File: src/rtl/div_arbiter_pkg.sv
// Shared types for the two-requester divider arbiter.
// Holds the op encoding, the arbiter and divider FSM state enums and the
// helpers that derive signedness and remainder-select from the op bits.
package div_arbiter_pkg;

  typedef enum logic [1:0] {
    OP_DIV  = 2'b00,
    OP_DIVU = 2'b01,
    OP_REM  = 2'b10,
    OP_REMU = 2'b11
  } op_e;

  typedef enum logic [1:0] {
    ST_IDLE  = 2'b00,
    ST_ISSUE = 2'b01,
    ST_WAIT  = 2'b10,
    ST_RESP  = 2'b11
  } state_e;

  typedef enum logic [1:0] {
    DV_IDLE = 2'b00,
    DV_PREP = 2'b01,
    DV_ITER = 2'b10,
    DV_DONE = 2'b11
  } dv_state_e;

  // Even op codes are the signed variants.
  function automatic logic op_is_signed(input op_e op);
    return ~op[0];
  endfunction

  // Upper op bit selects the remainder half of the result.
  function automatic logic op_sel_rem(input op_e op);
    return op[1];
  endfunction

endpackage

File: src/rtl/div_arbiter_div.sv
// Iterative restoring divider (DivUnit) with RISC-V special-case handling.
// Ports:
//   clk, rst        clock, async active-high reset
//   en_i            one-cycle start pulse, operands sampled on that edge
//   stall_i         freeze all state
//   flush_i         abandon the current divide (wins over stall)
//   signed_i        treat operands as two's complement
//   dividend_i      dividend
//   divisor_i       divisor
//   done_o          high for exactly one unstalled cycle when results are valid
//   quotient_o      quotient, valid with done_o
//   remnant_o       remainder, valid with done_o
// Timing: normal divide has done_o N+2 cycles after the start edge
// (1 prep + N iterations + done); x/0 and signed min/-1 report after 1.
module div_arbiter_div
  import div_arbiter_pkg::*;
#(
  parameter int unsigned N = 32
) (
  input  logic         clk,
  input  logic         rst,
  input  logic         en_i,
  input  logic         stall_i,
  input  logic         flush_i,
  input  logic         signed_i,
  input  logic [N-1:0] dividend_i,
  input  logic [N-1:0] divisor_i,
  output logic         done_o,
  output logic [N-1:0] quotient_o,
  output logic [N-1:0] remnant_o
);

  localparam int unsigned CW = $clog2(N) + 1;
  localparam logic [N-1:0] MIN_V = {1'b1, {(N-1){1'b0}}};

  dv_state_e      dstate_q, dstate_d;
  logic [CW-1:0]  cnt_q, cnt_d;
  logic [N-1:0]   quo_q, quo_d;
  logic [N-1:0]   rem_q, rem_d;
  logic [N-1:0]   div_q, div_d;
  logic           sgn_q, sgn_d;
  logic           negq_q, negq_d;
  logic           negr_q, negr_d;

  logic [N:0]     partial_c;
  logic [N:0]     diff_c;
  logic           ge_c;
  logic [N-1:0]   rem_n_c;
  logic [N-1:0]   quo_n_c;

  // One restoring step: shift in next dividend bit, subtract if it fits.
  assign partial_c = {rem_q, quo_q[N-1]};
  assign diff_c    = partial_c - {1'b0, div_q};
  assign ge_c      = ~diff_c[N];
  assign rem_n_c   = ge_c ? diff_c[N-1:0] : partial_c[N-1:0];
  assign quo_n_c   = {quo_q[N-2:0], ge_c};

  always_ff @(posedge clk or posedge rst) begin
    if (rst) begin
      dstate_q <= DV_IDLE;
      cnt_q    <= '0;
      quo_q    <= '0;
      rem_q    <= '0;
      div_q    <= '0;
      sgn_q    <= 1'b0;
      negq_q   <= 1'b0;
      negr_q   <= 1'b0;
    end else begin
      dstate_q <= dstate_d;
      cnt_q    <= cnt_d;
      quo_q    <= quo_d;
      rem_q    <= rem_d;
      div_q    <= div_d;
      sgn_q    <= sgn_d;
      negq_q   <= negq_d;
      negr_q   <= negr_d;
    end
  end

  // Next-state: flush beats stall beats start beats iteration.
  always_comb begin
    dstate_d = dstate_q;
    cnt_d    = cnt_q;
    quo_d    = quo_q;
    rem_d    = rem_q;
    div_d    = div_q;
    sgn_d    = sgn_q;
    negq_d   = negq_q;
    negr_d   = negr_q;
    if (flush_i) begin
      dstate_d = DV_IDLE;
    end else if (!stall_i) begin
      if (en_i) begin
        quo_d = dividend_i;
        div_d = divisor_i;
        sgn_d = signed_i;
        rem_d = '0;
        if (divisor_i == '0) begin
          quo_d    = '1;
          rem_d    = dividend_i;
          dstate_d = DV_DONE;
        end else if (signed_i && dividend_i == MIN_V && divisor_i == '1) begin
          quo_d    = MIN_V;
          rem_d    = '0;
          dstate_d = DV_DONE;
        end else begin
          dstate_d = DV_PREP;
        end
      end else begin
        case (dstate_q)
          DV_PREP: begin
            // Work on magnitudes; signs are reapplied on the last step.
            negq_d   = sgn_q & (quo_q[N-1] ^ div_q[N-1]);
            negr_d   = sgn_q & quo_q[N-1];
            quo_d    = (sgn_q && quo_q[N-1]) ? -quo_q : quo_q;
            div_d    = (sgn_q && div_q[N-1]) ? -div_q : div_q;
            rem_d    = '0;
            cnt_d    = '0;
            dstate_d = DV_ITER;
          end
          DV_ITER: begin
            rem_d = rem_n_c;
            quo_d = quo_n_c;
            cnt_d = cnt_q + CW'(1);
            if (cnt_q == CW'(N - 1)) begin
              quo_d    = negq_q ? -quo_n_c : quo_n_c;
              rem_d    = negr_q ? -rem_n_c : rem_n_c;
              dstate_d = DV_DONE;
            end
          end
          DV_DONE: dstate_d = DV_IDLE;
          default: dstate_d = DV_IDLE;
        endcase
      end
    end
  end

  assign done_o     = (dstate_q == DV_DONE);
  assign quotient_o = quo_q;
  assign remnant_o  = rem_q;

endmodule

File: src/rtl/div_arbiter.sv
// Two-requester round-robin arbiter in front of a single iterative divider.
// Ports:
//   clk, rst      clock, async active-high reset
//   reqValid/reqReady/reqOp/reqDividend/reqDivisor   per-requester request
//   respValid/respReady   per-requester response handshake
//   respResult    shared result, held stable while a respValid bit is high
//   stall         freeze all state; reqReady/respValid forced low
//   flush         abort the in-flight op next edge (wins over stall)
// Optional: DIV_ARBITER_RESULT_CACHE_EN adds a one-entry result cache that
// lets a repeat of the last completed operands respond the cycle after accept.
module div_arbiter
  import div_arbiter_pkg::*;
#(
  parameter int unsigned N = 32
) (
  input  logic              clk,
  input  logic              rst,
  input  logic [1:0]        reqValid,
  output logic [1:0]        reqReady,
  input  logic [1:0][1:0]   reqOp,
  input  logic [1:0][N-1:0] reqDividend,
  input  logic [1:0][N-1:0] reqDivisor,
  output logic [1:0]        respValid,
  input  logic [1:0]        respReady,
  output logic [N-1:0]      respResult,
  input  logic              stall,
  input  logic              flush
);

  state_e        state_q, state_d;
  logic          rr_last_q, rr_last_d;
  logic          grant_q, grant_d;
  op_e           op_q, op_d;
  logic [N-1:0]  dividend_q, dividend_d;
  logic [N-1:0]  divisor_q, divisor_d;
  logic [N-1:0]  result_q, result_d;

  logic          run_c;
  logic          gnt_c;
  op_e           req_op_c;
  logic          div_en_c;
  logic          div_signed_c;
  logic          div_done;
  logic [N-1:0]  div_quo;
  logic [N-1:0]  div_rem;
  logic          cap_c;
  logic          hit_c;
  logic [N-1:0]  hit_res_c;

  // Handshakes are only offered on cycles where the edge will take effect.
  assign run_c        = ~stall & ~flush & ~rst;
  assign gnt_c        = (reqValid == 2'b11) ? ~rr_last_q : reqValid[1];
  assign req_op_c     = op_e'(reqOp[gnt_c]);
  assign div_signed_c = op_is_signed(op_q);
  assign cap_c        = (state_q == ST_WAIT) & run_c & div_done;

  div_arbiter_div #(.N(N)) u_div (
    .clk        (clk),
    .rst        (rst),
    .en_i       (div_en_c),
    .stall_i    (stall),
    .flush_i    (flush),
    .signed_i   (div_signed_c),
    .dividend_i (dividend_q),
    .divisor_i  (divisor_q),
    .done_o     (div_done),
    .quotient_o (div_quo),
    .remnant_o  (div_rem)
  );

`ifdef DIV_ARBITER_RESULT_CACHE_EN
  logic          c_valid_q;
  logic          c_signed_q;
  logic [N-1:0]  c_dvd_q;
  logic [N-1:0]  c_dvs_q;
  logic [N-1:0]  c_quo_q;
  logic [N-1:0]  c_rem_q;

  // Last completed divide; survives flush, cleared only by reset.
  always_ff @(posedge clk or posedge rst) begin
    if (rst) begin
      c_valid_q  <= 1'b0;
      c_signed_q <= 1'b0;
      c_dvd_q    <= '0;
      c_dvs_q    <= '0;
      c_quo_q    <= '0;
      c_rem_q    <= '0;
    end else if (cap_c) begin
      c_valid_q  <= 1'b1;
      c_signed_q <= div_signed_c;
      c_dvd_q    <= dividend_q;
      c_dvs_q    <= divisor_q;
      c_quo_q    <= div_quo;
      c_rem_q    <= div_rem;
    end
  end

  assign hit_c     = c_valid_q
                   & (c_dvd_q == reqDividend[gnt_c])
                   & (c_dvs_q == reqDivisor[gnt_c])
                   & (c_signed_q == op_is_signed(req_op_c));
  assign hit_res_c = op_sel_rem(req_op_c) ? c_rem_q : c_quo_q;
`else
  assign hit_c     = 1'b0;
  assign hit_res_c = '0;
`endif

  always_ff @(posedge clk or posedge rst) begin
    if (rst) begin
      state_q    <= ST_IDLE;
      rr_last_q  <= 1'b1;
      grant_q    <= 1'b0;
      op_q       <= OP_DIV;
      dividend_q <= '0;
      divisor_q  <= '0;
      result_q   <= '0;
    end else begin
      state_q    <= state_d;
      rr_last_q  <= rr_last_d;
      grant_q    <= grant_d;
      op_q       <= op_d;
      dividend_q <= dividend_d;
      divisor_q  <= divisor_d;
      result_q   <= result_d;
    end
  end

  // Arbitration FSM; stall holds everything because all updates need run_c.
  always_comb begin
    state_d    = state_q;
    rr_last_d  = rr_last_q;
    grant_d    = grant_q;
    op_d       = op_q;
    dividend_d = dividend_q;
    divisor_d  = divisor_q;
    result_d   = result_q;
    reqReady   = 2'b00;
    respValid  = 2'b00;
    div_en_c   = 1'b0;
    case (state_q)
      ST_IDLE: begin
        if (run_c && reqValid != 2'b00) begin
          reqReady[gnt_c] = 1'b1;
          op_d            = req_op_c;
          dividend_d      = reqDividend[gnt_c];
          divisor_d       = reqDivisor[gnt_c];
          grant_d         = gnt_c;
          rr_last_d       = gnt_c;
          if (hit_c) begin
            result_d = hit_res_c;
            state_d  = ST_RESP;
          end else begin
            state_d  = ST_ISSUE;
          end
        end
      end
      ST_ISSUE: begin
        if (run_c) begin
          div_en_c = 1'b1;
          state_d  = ST_WAIT;
        end
      end
      ST_WAIT: begin
        if (cap_c) begin
          result_d = op_sel_rem(op_q) ? div_rem : div_quo;
          state_d  = ST_RESP;
        end
      end
      ST_RESP: begin
        if (run_c) begin
          respValid[grant_q] = 1'b1;
          if (respReady[grant_q]) state_d = ST_IDLE;
        end
      end
      default: state_d = ST_IDLE;
    endcase
    if (flush) state_d = ST_IDLE;
  end

  assign respResult = result_q;

endmodule

File: config.mk
export PLATFORM = sky130hd
export DESIGN_NAME = div_arbiter
export DESIGN_NICKNAME = d
export VERILOG_FILES = /design/src/rtl/div_arbiter_pkg.sv /design/src/rtl/div_arbiter_div.sv /design/src/rtl/div_arbiter.sv
export SDC_FILE = /design/constraint.sdc
export NUM_CORES = 1
export LEC_CHECK = 0
export ABC_AREA = 1
export CELL_PAD_IN_SITES_DETAIL_PLACEMENT = 0
export CELL_PAD_IN_SITES_GLOBAL_PLACEMENT = 1
export CORE_ASPECT_RATIO = 1.1
export CORE_MARGIN = 2
export CORE_UTILIZATION = 40
export DETAILED_ROUTE_END_ITERATION = 16
export PLACE_DENSITY_LB_ADDON = 0.12
export SLEW_MARGIN = 20
export SYNTH_ARGS = -nofsm -noshare
export SYNTH_HDL_FRONTEND = slang
export SYNTH_SLANG_ARGS = --single-unit
export TNS_END_PERCENT = 5
File: constraint.sdc
create_clock -name clk -period 14.1 [get_ports clk]
set_clock_uncertainty 0.1 [all_clocks]
set_input_delay 2.82 -clock clk [delete_from_list [all_inputs] [get_ports clk]]
set_output_delay 2.82 -clock clk [all_outputs]
set_load 0.05 [all_outputs]
======== After elaboration in Yosys (flattened, before gate mapping) ========
Cells that the tools add are included.
word-level totals
  flip-flop bits (word level) ............. 209
  bits of input ports ..................... 140
  output and inout bits ................... 36
  logic and storage cells ................. 132
cells by class
  add/sub/neg operators ................... 6
  $lt $le $gt $ge ......................... 4
  equality and inequality tests ........... 18
  multiplexer cells ....................... 51
  bitwise logic cells ..................... 14
  reduce and logical (&&, ||, !) cells .... 24
operators with widths
  kind                                                                  number
  32-bit 2-to-1 mux                                                     19
  32-bit negator                                                        4
  32-bit one-hot mux with 2 select lines                                2
  32-bit == test, second input constant                                 2
  2-bit 2-to-1 mux                                                      18
  33-bit by 32-bit subtractor with 33-bit output                        1
  32-bit zero test                                                      1
  4-bit AND reduction                                                   4
  3-bit inequality test, second input constant                          5
  6-bit one-hot mux with 2 select lines                                 1
  2-bit == test, second input constant                                  5
  2-bit one-hot mux with 4 select lines                                 1
  2-bit nonzero test                                                    4
  1-bit logical AND                                                     7
  1-bit 2-to-1 mux                                                      7
  1-bit NOT                                                             7
  6-bit by 1-bit adder with 6-bit output, second input constant         1
  1-bit AND                                                             6
  6-bit by 5-bit == test with 1-bit output, second input constant       1
  2-bit AND reduction                                                   3
  3-bit AND reduction                                                   2
  5-bit AND reduction                                                   1
  2-bit by 1-bit == test with 1-bit output, second input constant       2
  1-bit by 2-bit < comparator with 1-bit output, second input constant  2
  9 further kinds                                                       11

======== Depth between registers and ports, before layout ========
  depth in word-level cells ............... 8
  depth in mapped cells ................... 31

======== Hierarchy ========
Synthesis repeated with hierarchy kept, for this count alone.
second synthesis, totals
  cells, all modules ...................... 2638
  area, all modules ....................... 16644.7 µm²
by module, submodules not included
  module           instances  cells an instance  area an instance (µm²)  sequential area each (µm²)
  div_arbiter_div  1          2023               11873.9                 2677.6
  div_arbiter      1          615                4770.8                  2553.7

======== Worst setup path after synthesis ========
OpenSTA, ideal clock, no wires.
  path kind ............................... input port to output port
  start point ............................. input flush
  end point ............................... output reqReady[1]
  data arrival time ....................... 4.621 ns
  data required time ...................... 11.180 ns
  slack ................................... 6.559 ns
  cell stages on the path ................. 8
  buffers on the path ..................... 1
  cells stage by stage .................... nor2_1 -> inv_1 -> nor2_1 -> o21ai_0 -> nor2_1 -> inv_2 -> nor2_1 -> clkbuf_1
on the way
  word-level cells in the longest chain between the ends .. 6
RTL lines
  what                        line                RTL
  start: declaration          div_arbiter.sv:27   input logic flush
  1-bit NOT (no source line)  --
  1-bit AND (2 in a row)      div_arbiter.sv:51   assign run_c = ~stall & ~flush & ~rst;
  1-bit logical AND           div_arbiter.sv:142  if (run_c && reqValid != 2'b00) begin
  2-bit 2-to-1 mux            div_arbiter.sv:142
  2-bit 2-to-1 mux            div_arbiter.sv:140  case (state_q)
  end: declaration            div_arbiter.sv:19   output logic [1:0] reqReady,
No other way between the ends.

======== Worst setup path in the final report ========
Ends and elaborated chain as after synthesis.

==> results.py <==
metrics = {
    "run_status": {
        "status": "completed",
    },
    "clock_network": {
        "numCtsBuffers": 26,
        "ctsResizeCount": 0,
        "cts_buffer_depth": 3,
        "htreeDepth": 1,
        "hold_buffers": 0,
        "cts_setup_buffers": 0,
        "worstSkewPairLatency_ns": 0.57,
        "cts_tree": "yes",
        "clkTransAtPathRegs_ns": 0.06,
        "cts_sinks": 209,
        "cts-root-buf": "clkbuf_16",
    },
    "finish": {
        "seq_area_um2": 5230,
        "multi_input_area_um2": 9490,
        "fin_nets": 2873,
        "n_antenna_cell": 0,
        "fillers": 4240,
        "synthToLayoutAreaGrowth_pct": 18.3,
        "drive_gt1_share_pct": 4.96,
    },
    "hold_path": {
        "min_to": "respResult[21]",
        "holdPathStages": 1,
        "hold_class": "flip-flop to flip-flop",
        "hold_start": "respResult[21]",
    },
    "die": {
        "die-width_um": 197,
        "core.rowCount": 77,
        "dieArea_um2": 42800,
        "coreArea_um2": 40400,
        "io_pins": 176,
        "initial_utilization_pct": 40.8,
        "die_h_um": 217,
    },
    "yosys": {
        "yosysTopAreaCellShare_pct": 31.6,
        "synth_compound_area_share_pct": 16.4,
        "seq_area_frac_synth_pct": 31.8,
        "synth_top_family_by_area": "simple AND/OR/NAND/NOR gates",
        "syn-num-nets": 2744,
        "synth_mux_area_share_pct": 0,
        "synth_area_leaders": "dfrtp_1 32%, nand2_1 19%, inv_1 8.0%",
        "syn_avg_cell_area_um2": 6.43,
        "ys_types": 50,
        "syn_area_um2": 16500,
        "netlist.top_cell.by_area": "dfrtp_1",
        "synth_cells": 2558,
        "yosys.area_share.simple_pct": 35.5,
        "yosys.area_share.adder_pct": 3.54,
        "synth_xor_area_share_pct": 2.02,
        "synth_warnings": 0,
        "ys_seq_elements": 209,
    },
    "global_routing": {
        "grt_max_degree": 135,
        "grt_pass1_vias": 16720,
        "grt_pass1_wl_mm": 98.3,
        "antenna_found_initial": 1,
        "grtUsageTotal_pct": 29.7,
        "overflow": 0,
    },
    "power_and_ir_drop": {
        "p_per_area_nw_per_um2": 250,
        "intPower_mw": 2.20,
        "clock_power_share_pct": 14.1,
        "swShare_pct": 54.8,
        "peakVddDrop_uv": 145,
        "pwr-share-seq_pct": 25.1,
        "combPwrFrac_pct": 60.9,
        "p_leak_nw": 9.24,
        "p_sw_mw": 2.67,
    },
    "sta": {
        "rsz0062_at_grt": "false",
        "max_slew.worst_pin.slew_ns": 1.02,
        "fmax_ghz": 0.111,
        "relSlewSlack_pct": 31.6,
        "period_minus_slack_ns": 9.03,
        "finalHoldViolations": 0,
        "finalMaxSlewViolations": 0,
        "setup_slack_ns": 5.07,
        "setup_tns_ns": 0,
        "final.period_utilization_pct": 64.0,
        "finalSetupViolCount": 0,
    },
    "route": {
        "routed_wl_mm": 63.4,
        "wl_per_cell_um": 19.7,
        "vias": 17580,
        "drtIter0Drc": 1448,
        "route.detailed.drc": 0,
        "antenna_left": 0,
        "drt_first_pass_iters": 6,
        "drt-vias-per-instance": 5.46,
    },
    "placement": {
        "gp_congestion": 0.940,
        "dp_hpwl_mm": 48.6,
        "place_ws_ns": 5.06,
        "io_buffers": 175,
    },
    "critical_path": {
        "worstSetupEndpointType": "output pin",
        "crit_type": "primary input to output pin",
        "r2r-start": "u_div.quotient_o[31]",
        "path_max_fanout": 46,
        "critPathLaunchType": "primary input",
        "r2r_setup_slack_ns": 9.10,
        "r2r_end": "u_div.quotient_o[30]",
        "ff2ff_path_depth": 28,
        "cp.required_ns": 11.18,
        "cp_data_arrival_time_ns": 6.11,
    },
    "flow_run": {
        "cap_violations": 0,
    },
}
-- power groups by stage --
stage          registers (mW)  logic, mW  clock network, mW
3_3_place_gp             1.22       2.91                  0
4_1_cts                  1.21       2.96              0.695
2_1_floorplan            1.03       2.26                  0
5_1_grt                  1.25       3.35              0.719
6_report                 1.22       2.96              0.685
3_5_place_dp             1.22       2.94                  0
-- sequential cells by signal, summed over array words and instances, names as in the netlist --
signal,cells
rr_last_q,1
u_div.dstate_q,2
u_div.remnant_o,32
u_div.sgn_q,1
dividend_q,32
respResult,32
u_div.div_q,32
divisor_q,32
u_div.quotient_o,32
op_q,2
u_div.negr_q,1
state_q,2
grant_q,1
u_div.negq_q,1
u_div.cnt_q,6
-- layer usage --
| layer | wire (µm) | track usage, % | up-vias |
|---|---|---|---|
| li1 | - | - | 8594 |
| met1 | 28300 | 41.6 | 8222 |
| met2 | 28200 | 46.9 | 660 |
| met3 | 5040 | 5.32 | 102 |
| met4 | 1900 | 8.45 | 2 |
| met5 | 13 | 0 | - |
-- final cells by class --
type	instances	area share (%)
Clock buffer	33	3.73
Clock inverter	12	0.662
Inverter	355	6.88
Multi-Input combinational cell	1903	48.8
Sequential cell	209	26.9
Tap cell	513	3.30
Timing Repair Buffer	192	9.78
-- cell usage in the layout, fill, tap and decap left out, types with 7 or more instances in the layout --
cell             Yosys  final
nand4_1             32     32
clkinv_2             0      7
nor4_1              23     23
nor2_2               9     11
a21oi_1            110    110
nand2_2             29     30
nor3_1              30     30
clkdlybuf4s50_1      0    175
ha_1                45     45
nor2_1             237    232
a31oi_1             23     23
buf_4                2     15
nand2_1            818    817
o21a_1              34     34
xor2_1              34     34
inv_1              349    348
nand3b_1            11     11
dfrtp_1            208    207
nand3_1            173    173
o22ai_1             13     13
o211ai_1            47     47
o221ai_1            21     21
o21ai_0            122    122
clkbuf_16            0     26
a22oi_1             42     42
nand2_4              7      7
-- worst max-delay path by stage --
stage,start,to,slack (ns),depth (start not counted)
after floorplan,rst,dividend_q[0],5.47,1
after global placement,flush,reqReady[1],5.07,10
after detailed placement,flush,reqReady[1],5.06,10
after CTS,flush,reqReady[1],5.05,10
after global routing,flush,reqReady[1],4.88,10
final,flush,reqReady[1],5.07,10
-- cell usage after synthesis (all sizes together) --
cell	instances
nand2	855
inv	353
nor2	247
dfrtp	208
nand3	178
o21ai	130
a21oi	116
clkbuf	61
o211ai	47
ha	45
a22oi	42
o21a	34
xor2	34
nand4	32
buf	30
nor3	30
a31oi	23
nor4	23
o221ai	21
o22ai	13
nand3b	11
xnor2	4
a21o	3
and2	3
o31ai	3
a32oi	2
clkinv	2
o21bai	2
a211oi	1
a32o	1
dfstp	1
fa	1
nor3b	1
o32ai	1
-- worst max-delay path, stage by stage --
cell and delay (ns):
clkdlybuf4s50_1 0.47, nor2_1 0.38, inv_1 0.08, nor2_1 0.30, o21ai_0 0.21, nor2_2 0.12
buf_4 0.31, inv_2 0.39, nor2_4 0.19, clkdlybuf4s50_1 0.82
-- kinds of logic after synthesis --
logic type | count (synthesis)
flops | 209
xor+xnor | 38
buf+inv | 446
fa+ha+maj | 46
compound gates | 439
simple gates | 1380
-- through the flow --
stage | cell area, µm² | total power, mW | instances | hold WS (ns) | utilization (%)
global route | 19500 | 5.32 | 3217 | 0.408 | 48.2
floorplan | 16500 | 3.30 | 2558 | 0.348 | -
CTS | 19400 | 4.86 | 3216 | 0.391 | 48.1
finish | 19500 | 4.87 | 3217 | 0.387 | 48.2
detailed placement | 18600 | 4.16 | 3171 | 0.379 | 46.0
global placement | 18600 | 4.13 | 3171 | 0.364 | 46.0
(Power assumes the default switching activity.)
==> edit 1: new RTL, same flow settings <==
Build with the macro `DIV_ARBITER_RESULT_CACHE_EN` defined.
--- a/src/rtl/div_arbiter.sv
+++ b/src/rtl/div_arbiter.sv
@@ -9,4 +9,6 @@
 // Optional: DIV_ARBITER_RESULT_CACHE_EN adds a one-entry result cache that
 // lets a repeat of the last completed operands respond the cycle after accept.
+`define DIV_ARBITER_RESULT_CACHE_EN
+
 module div_arbiter
   import div_arbiter_pkg::*;
Behaviour: no difference found for any inputs over 4 cycles, from zero or initial values and one cycle with rst high; that may be too few to reach the edited logic, so the function may still have changed.
==> edit 1 against the original RTL <==
Worst setup slack gained 370 ps; total power rose by 32%; sequential cell count increased by 130; sequential share of layout area rose by 5.1 points; non-clock buffer count rose by 6; routed wire length is 38% higher; critical endpoint is now reqReady[0]; synthesized area grew 40%; final area up 36%.
==> edit 1: results (changes against the original RTL) <==
Clocking
  • Clock tree buffer depth: 3 (unchanged)
  • Worst-skew pair later-pin latency: 590 ps (was 570 ps)
  • H-tree level count: 2 (was 1)
  • Post-CTS Setup Repair Bufs: 0 (unchanged)
  • CTS Root Cell: clkbuf_16 (unchanged)
  • CTS buffer count: 40 (was 26)
  • CTS resizes: 0 (unchanged)

Timing
  • Slew Limit Fails: 0 (unchanged)
  • Worst relative slew slack: 0.340 (was 0.316)

Setup path
  • Worst Path Arrival: 5740 ps (was 6110 ps)
  • CP startpoint: flush (unchanged)
  • Worst Setup Start Kind: primary input (unchanged)
  • Top Family by Delay on Critical Path: buffers and inverters (unchanged)
  • Reg-to-reg startpoint: u_div.quotient_o[31]$_DFFE_PP0P_ (unchanged)
  • Slowest stage delay, CP: 840 ps (was 820 ps)
  • Top fanout value on the critical path: 43 (was 46)
  • Slowest CP cell: clkdlybuf4s50_1 (unchanged)
  • Reg2reg path depth: 24 (was 28)

Synthesis
  • Post-synthesis mux area share: 0.00610 (was 0)
  • FFs w/ async S/R, synth: 1.00 (unchanged)
  • XOR/XNOR share of the synthesized area: 0.0294 (was 0.0202)
  • Top cells by instance count after synthesis: nand2_1, inv_1, o21ai_0 (was nand2_1, inv_1, nor2_1)
  • Ys Warns: 0 (unchanged)
  • Compound-Gate Fraction of Synth Area: 0.167 (was 0.164)
  • Adder-Cell Fraction of Synth Area: 0.0254 (was 0.0354)
  • Syn_nets: 3,588 (was 2,744)
  • Top cells by area, synth: dfrtp_1, nand2_1, o21ai_0 (was dfrtp_1, nand2_1, inv_1)
  • Ys flop type: dfrtp_1 (unchanged)
  • Seq/Total Area, Yosys: 0.370 (was 0.318)
  • Synth unique cells: 57 (was 50)

Power and ir drop
  • Leak: 12.7 nW (was 9.24 nW)
  • Peak VDD IR: 0.000153 V (was 0.000145 V)

Drt
  • DR WL/cell: 20.4 um (was 19.7 um)
  • Vias: 23,100 (was 17,600)
  • Initial DRC count: 2,164 (was 1,448)
  • Initial DRT Pass Iterations: 6 (unchanged)

Global route
  • Total track usage: 0.292 (was 0.297)
  • Vias in the first global route: 21,900 (was 16,700)
  • Initial antenna violation count: 2 (was 1)
  • First-pass GRT wire length: 131 mm (was 98.3 mm)
  • Pin count of the biggest net entering global routing: 176 (was 135)

Placed design
  • HPWL after DPL: 65.5 mm (was 48.6 mm)
  • Dpl cell area: 25,200 sq um (was 18,600 sq um)
  • GPL Wtd Cong: 0.912 (was 0.940)
  • Port bufs: 175 (unchanged)

Layout
  • Layout cell share with drive strength beyond 1: 0.0459 (was 0.0496)
  • Final Net Count: 3,688 (was 2,873)

Hold path
  • Worst Hold Class: reg2reg (unchanged)
  • Worst Min Path Start: c_valid_q$_DFFE_PP0P_ (was respResult[21]$_DFFE_PP0P_)
  • Cell depth of the worst hold path: 1 (unchanged)

Status
  • Outcome: completed (unchanged)
==> edit 1: per-stage QoR <==
stage,utilization,std cells,setup WS (ps),total power (W),hold slack [ps]
after floorplan,-,3402,1790,0.00418,332
after global placement,0.443,4212,5430,0.00534,346
after detailed placement,0.443,4212,5410,0.00536,354
after CTS,0.466,4282,5400,0.00646,368
after global routing,0.466,4282,5200,0.00699,393
final,0.466,4282,5440,0.00645,368
==> edit 1: cell families (layout without fill, tap and decap cells) <==
group,Yosys count,after routing
compound gates,682,682
xor+xnor,77,77
fa+ha+maj,46,46
buf+inv,571,699
flops,339,339
mux,14,14
simple gates,1673,1673
==> edit 1: final timing paths <==
path	to	slack, ps
setup / recovery	reqReady[0]	5440
hold / removal	c_valid_q$_DFFE_PP0P_	370
setup reg to reg	u_div.quotient_o[30]$_DFFE_PP0P_	8730
hold reg to reg	c_valid_q$_DFFE_PP0P_	370
max in group asynchronous	c_rem_q[17]$_DFFE_PP0P_	8930
min in group asynchronous	respResult[5]$_DFFE_PP0P_	2710
==> edit 1: routing by layer <==
layer  vias to the layer above  part of all wire  track usage  wire [um]
li1                      11200                 -            -          -
met1                     11000              0.44        0.386      38300
met2                       697              0.47        0.489      41200
met3                       135             0.057       0.0423       4990
met4                         2             0.033       0.0984       2890
met5                         -           0.00011            0         10
==> edit 1: layout make-up <==
cell class	count	area, sq um
fill	5839	30400
tap	752	941
inverter	431	1630
sequential	339	8490
multi-input combinational	2492	12200
clock buffer	55	1130
clock inverter	15	198
timing repair buffer	198	1940
==> edit 1: report_power, final <==
| part | switching [W] | internal (W) | leakage, nW |
|---|---|---|---|
| sequential | 0.000475 | 0.00125 | 4.34 |
| combinational | 0.00252 | 0.00113 | 7.76 |
| clock | 0.000450 | 0.000619 | 0.627 |
| total | 0.00345 | 0.00300 | 12.7 |
==> edit 2: new RTL, same settings <==
Made on the original files. `result_q` no longer has a reset.
--- a/src/rtl/div_arbiter.sv
+++ b/src/rtl/div_arbiter.sv
@@ -114,5 +114,4 @@
       dividend_q <= '0;
       divisor_q  <= '0;
-      result_q   <= '0;
     end else begin
       state_q    <= state_d;
@@ -122,6 +121,9 @@
       dividend_q <= dividend_d;
       divisor_q  <= divisor_d;
-      result_q   <= result_d;
     end
+  end
+
+  always_ff @(posedge clk) begin
+    result_q <= result_d;
   end
 
Check against the original RTL: not settled (the Yosys comparison gave no result); the edit may change what the design does.
==> edit 2 against the original RTL <==
Global-route usage fell by 0.38 points; largest cell class unchanged; sequential cell count unchanged; total power increased by 2.8%; cell count is 2.1% lower; final area is 0.85% lower; critical path depth increased by 1; synthesized area fell by 1.1%; critical endpoint is now reqReady[0]; combinational power grew 2%; worst setup slack worse by 29 ps; routed wire length shrank 1.1%; clock power rose by 2%; synthesized cell count down 2.9%.
==> edit 2: results (changes against the original RTL) <==
Setup path
  • Reg-to-reg startpoint: u_div.quotient_o[31]$_DFFE_PP0P_ (unchanged)
  • Flop2flop setup slack: 9040 ps (was 9100 ps)
  • Top fanout value on the critical path: 42 (was 46)
  • Slowest stage delay, CP: 810 ps
  • FF-to-FF End: u_div.quotient_o[30]$_DFFE_PP0P_ (unchanged)
  • Worst Path Arrival: 6140 ps (was 6110 ps)
  • Top Family by Delay on Critical Path: buffers and inverters (unchanged)
  • Reg2reg path depth: 28 (unchanged)

Drt
  • Initial DRC count: 1,239 (was 1,448)
  • Top sig layer: met4 (was met5)
  • DRT met1 WL: 26.0 mm (was 28.3 mm)
  • Met2 WL: 30.8 mm (was 28.2 mm)
  • Total wire length: 62.7 mm (was 63.4 mm)
  • Met3 wire length: 2.90 mm (was 5.04 mm)
  • Initial DRT Pass Iterations: 6 (unchanged)
  • DR vias/cell: 5.41 (was 5.46)

Power and ir drop
  • Net Sw Frac: 0.543 (was 0.548)
  • Leak: 9.07 nW (was 9.24 nW)
  • Peak VDD IR: 0.000137 V (was 0.000145 V)

Placed design
  • GPL Wtd Cong: 0.964 (was 0.940)
  • Port bufs: 175 (unchanged)
  • HPWL after DPL: 49.1 mm (was 48.6 mm)

Synthesis
  • Syn_nets: 2,669 (was 2,744)
  • Top cells by instance count after synthesis: nand2_1, inv_1, nor2_1 (unchanged)
  • Ys Warns: 0 (unchanged)
  • Top cells by area, synth: dfrtp_1, nand2_1, inv_1 (unchanged)
  • Seq/Total Area, Yosys: 0.331 (was 0.318)
  • Number of synthesized flops with an enable pin: 32 (was 0)
  • FFs w/ async S/R, synth: 0.847 (was 1.00)
  • Synth unique cells: 58 (was 50)

Hold path
  • Worst Min Path Start: u_div.cnt_q[4]$_DFFE_PP0P_ (was respResult[21]$_DFFE_PP0P_)
  • Cell depth of the worst hold path: 1 (unchanged)
  • Worst Hold Class: reg2reg (unchanged)
  • WHS Endpoint: u_div.cnt_q[4]$_DFFE_PP0P_ (was respResult[21]$_DFFE_PP0P_)

Layout
  • Total inserted antenna cells: 0 (unchanged)
  • Final Net Count: 2,803 (was 2,873)
  • Layout cell share with drive strength beyond 1: 0.0539 (was 0.0496)
  • Fill count: 4,171 (was 4,240)

Status
  • Outcome: completed (unchanged)

Global route
  • First-pass GRT wire length: 95.6 mm (was 98.3 mm)
  • Vias in the first global route: 16,300 (was 16,700)
  • Pin count of the biggest net entering global routing: 99 (was 135)
  • Total track usage: 0.293 (was 0.297)
  • Initial antenna violation count: 0 (was 1)
  • Total grt overflow: 0 (unchanged)

Clocking
  • Post-CTS Setup Repair Bufs: 0 (unchanged)
  • Clock-pin slew on the worst setup and hold paths: 50 ps
  • H-tree level count: 1 (unchanged)
  • Clock tree buffer depth: 3 (unchanged)
  • CTS resizes: 0 (unchanged)
  • Worst-skew pair later-pin latency: 560 ps
  • CTS Root Cell: clkbuf_16 (unchanged)

Timing
  • WHS: 389 ps (was 387 ps)
  • Worst relative slew slack: 0.259 (was 0.316)
[edit 2: cells by family (layout without fill, tap and decap cells)]
logic type / Yosys count / after routing / synth area share
XOR/XNOR: 52 / 52 / 0.0284
buffers and inverters: 428 / 581 / 0.104
AND/OR/NAND/NOR: 1358 / 1358 / 0.355
AO/OA/AOI/OAI: 390 / 390 / 0.145
flip-flops: 209 / 209 / 0.331
adder cells (fa/ha/maj): 46 / 46 / 0.0358
[edit 2: cell type report]
type / instances / share of cell area
inverters: 342 / 0.0668
clock inverters: 10 / 0.00739
multi-input cells: 1846 / 0.477
clock buffers: 37 / 0.0384
well taps: 513 / 0.0333
flip-flops and latches: 209 / 0.279
repair buffers: 192 / 0.0976
[edit 2: metal layers]
layer,vias to the layer above,track usage
met2,536,0.511
met1,8041,0.367
met4,0,0.131
met3,128,0.0280
li1,8342,-
met5,-,0
[edit 2: worst reg2reg max path, delay by kind of cell (launching register included)]
family / cells / cell delay, ps
fa+ha+maj: 3 / 900
simple gates: 14 / 1840
flops: 1 / 410
buf+inv: 7 / 880
compound gates: 4 / 830
[edit 2: how the worst max path moves through the flow]
stage          start                         to  slack (ps)  cells after the start
2_1_floorplan    rst  dividend_q[0]$_DFFE_PP0P_        6380                      1
3_3_place_gp   flush                reqReady[0]        5090                     11
3_5_place_dp   flush                reqReady[0]        5050                     11
4_1_cts        flush                reqReady[0]        5050                     11
5_1_grt        flush                reqReady[0]        4780                     11
6_report       flush                reqReady[0]        5040                     11
[edit 2: metrics by stage]
step	std cells	cell area [sq um]	setup slack (ps)	power [W]
global placement	3102	18400	5090	0.00425
detailed placement	3102	18400	5050	0.00428
finish	3149	19300	5040	0.00501
CTS	3149	19300	5050	0.00500
global route	3149	19300	4780	0.00545
floorplan	2483	16300	6380	0.00339
[edit 2: power by group through the flow]
stage	combinational [W]	clock, W	sequential (W)
global placement	0.00297	0	0.00128
floorplan	0.00232	0	0.00107
detailed placement	0.00299	0	0.00129
CTS	0.00301	0.000708	0.00128
finish	0.00302	0.000697	0.00129
global route	0.00341	0.000729	0.00131
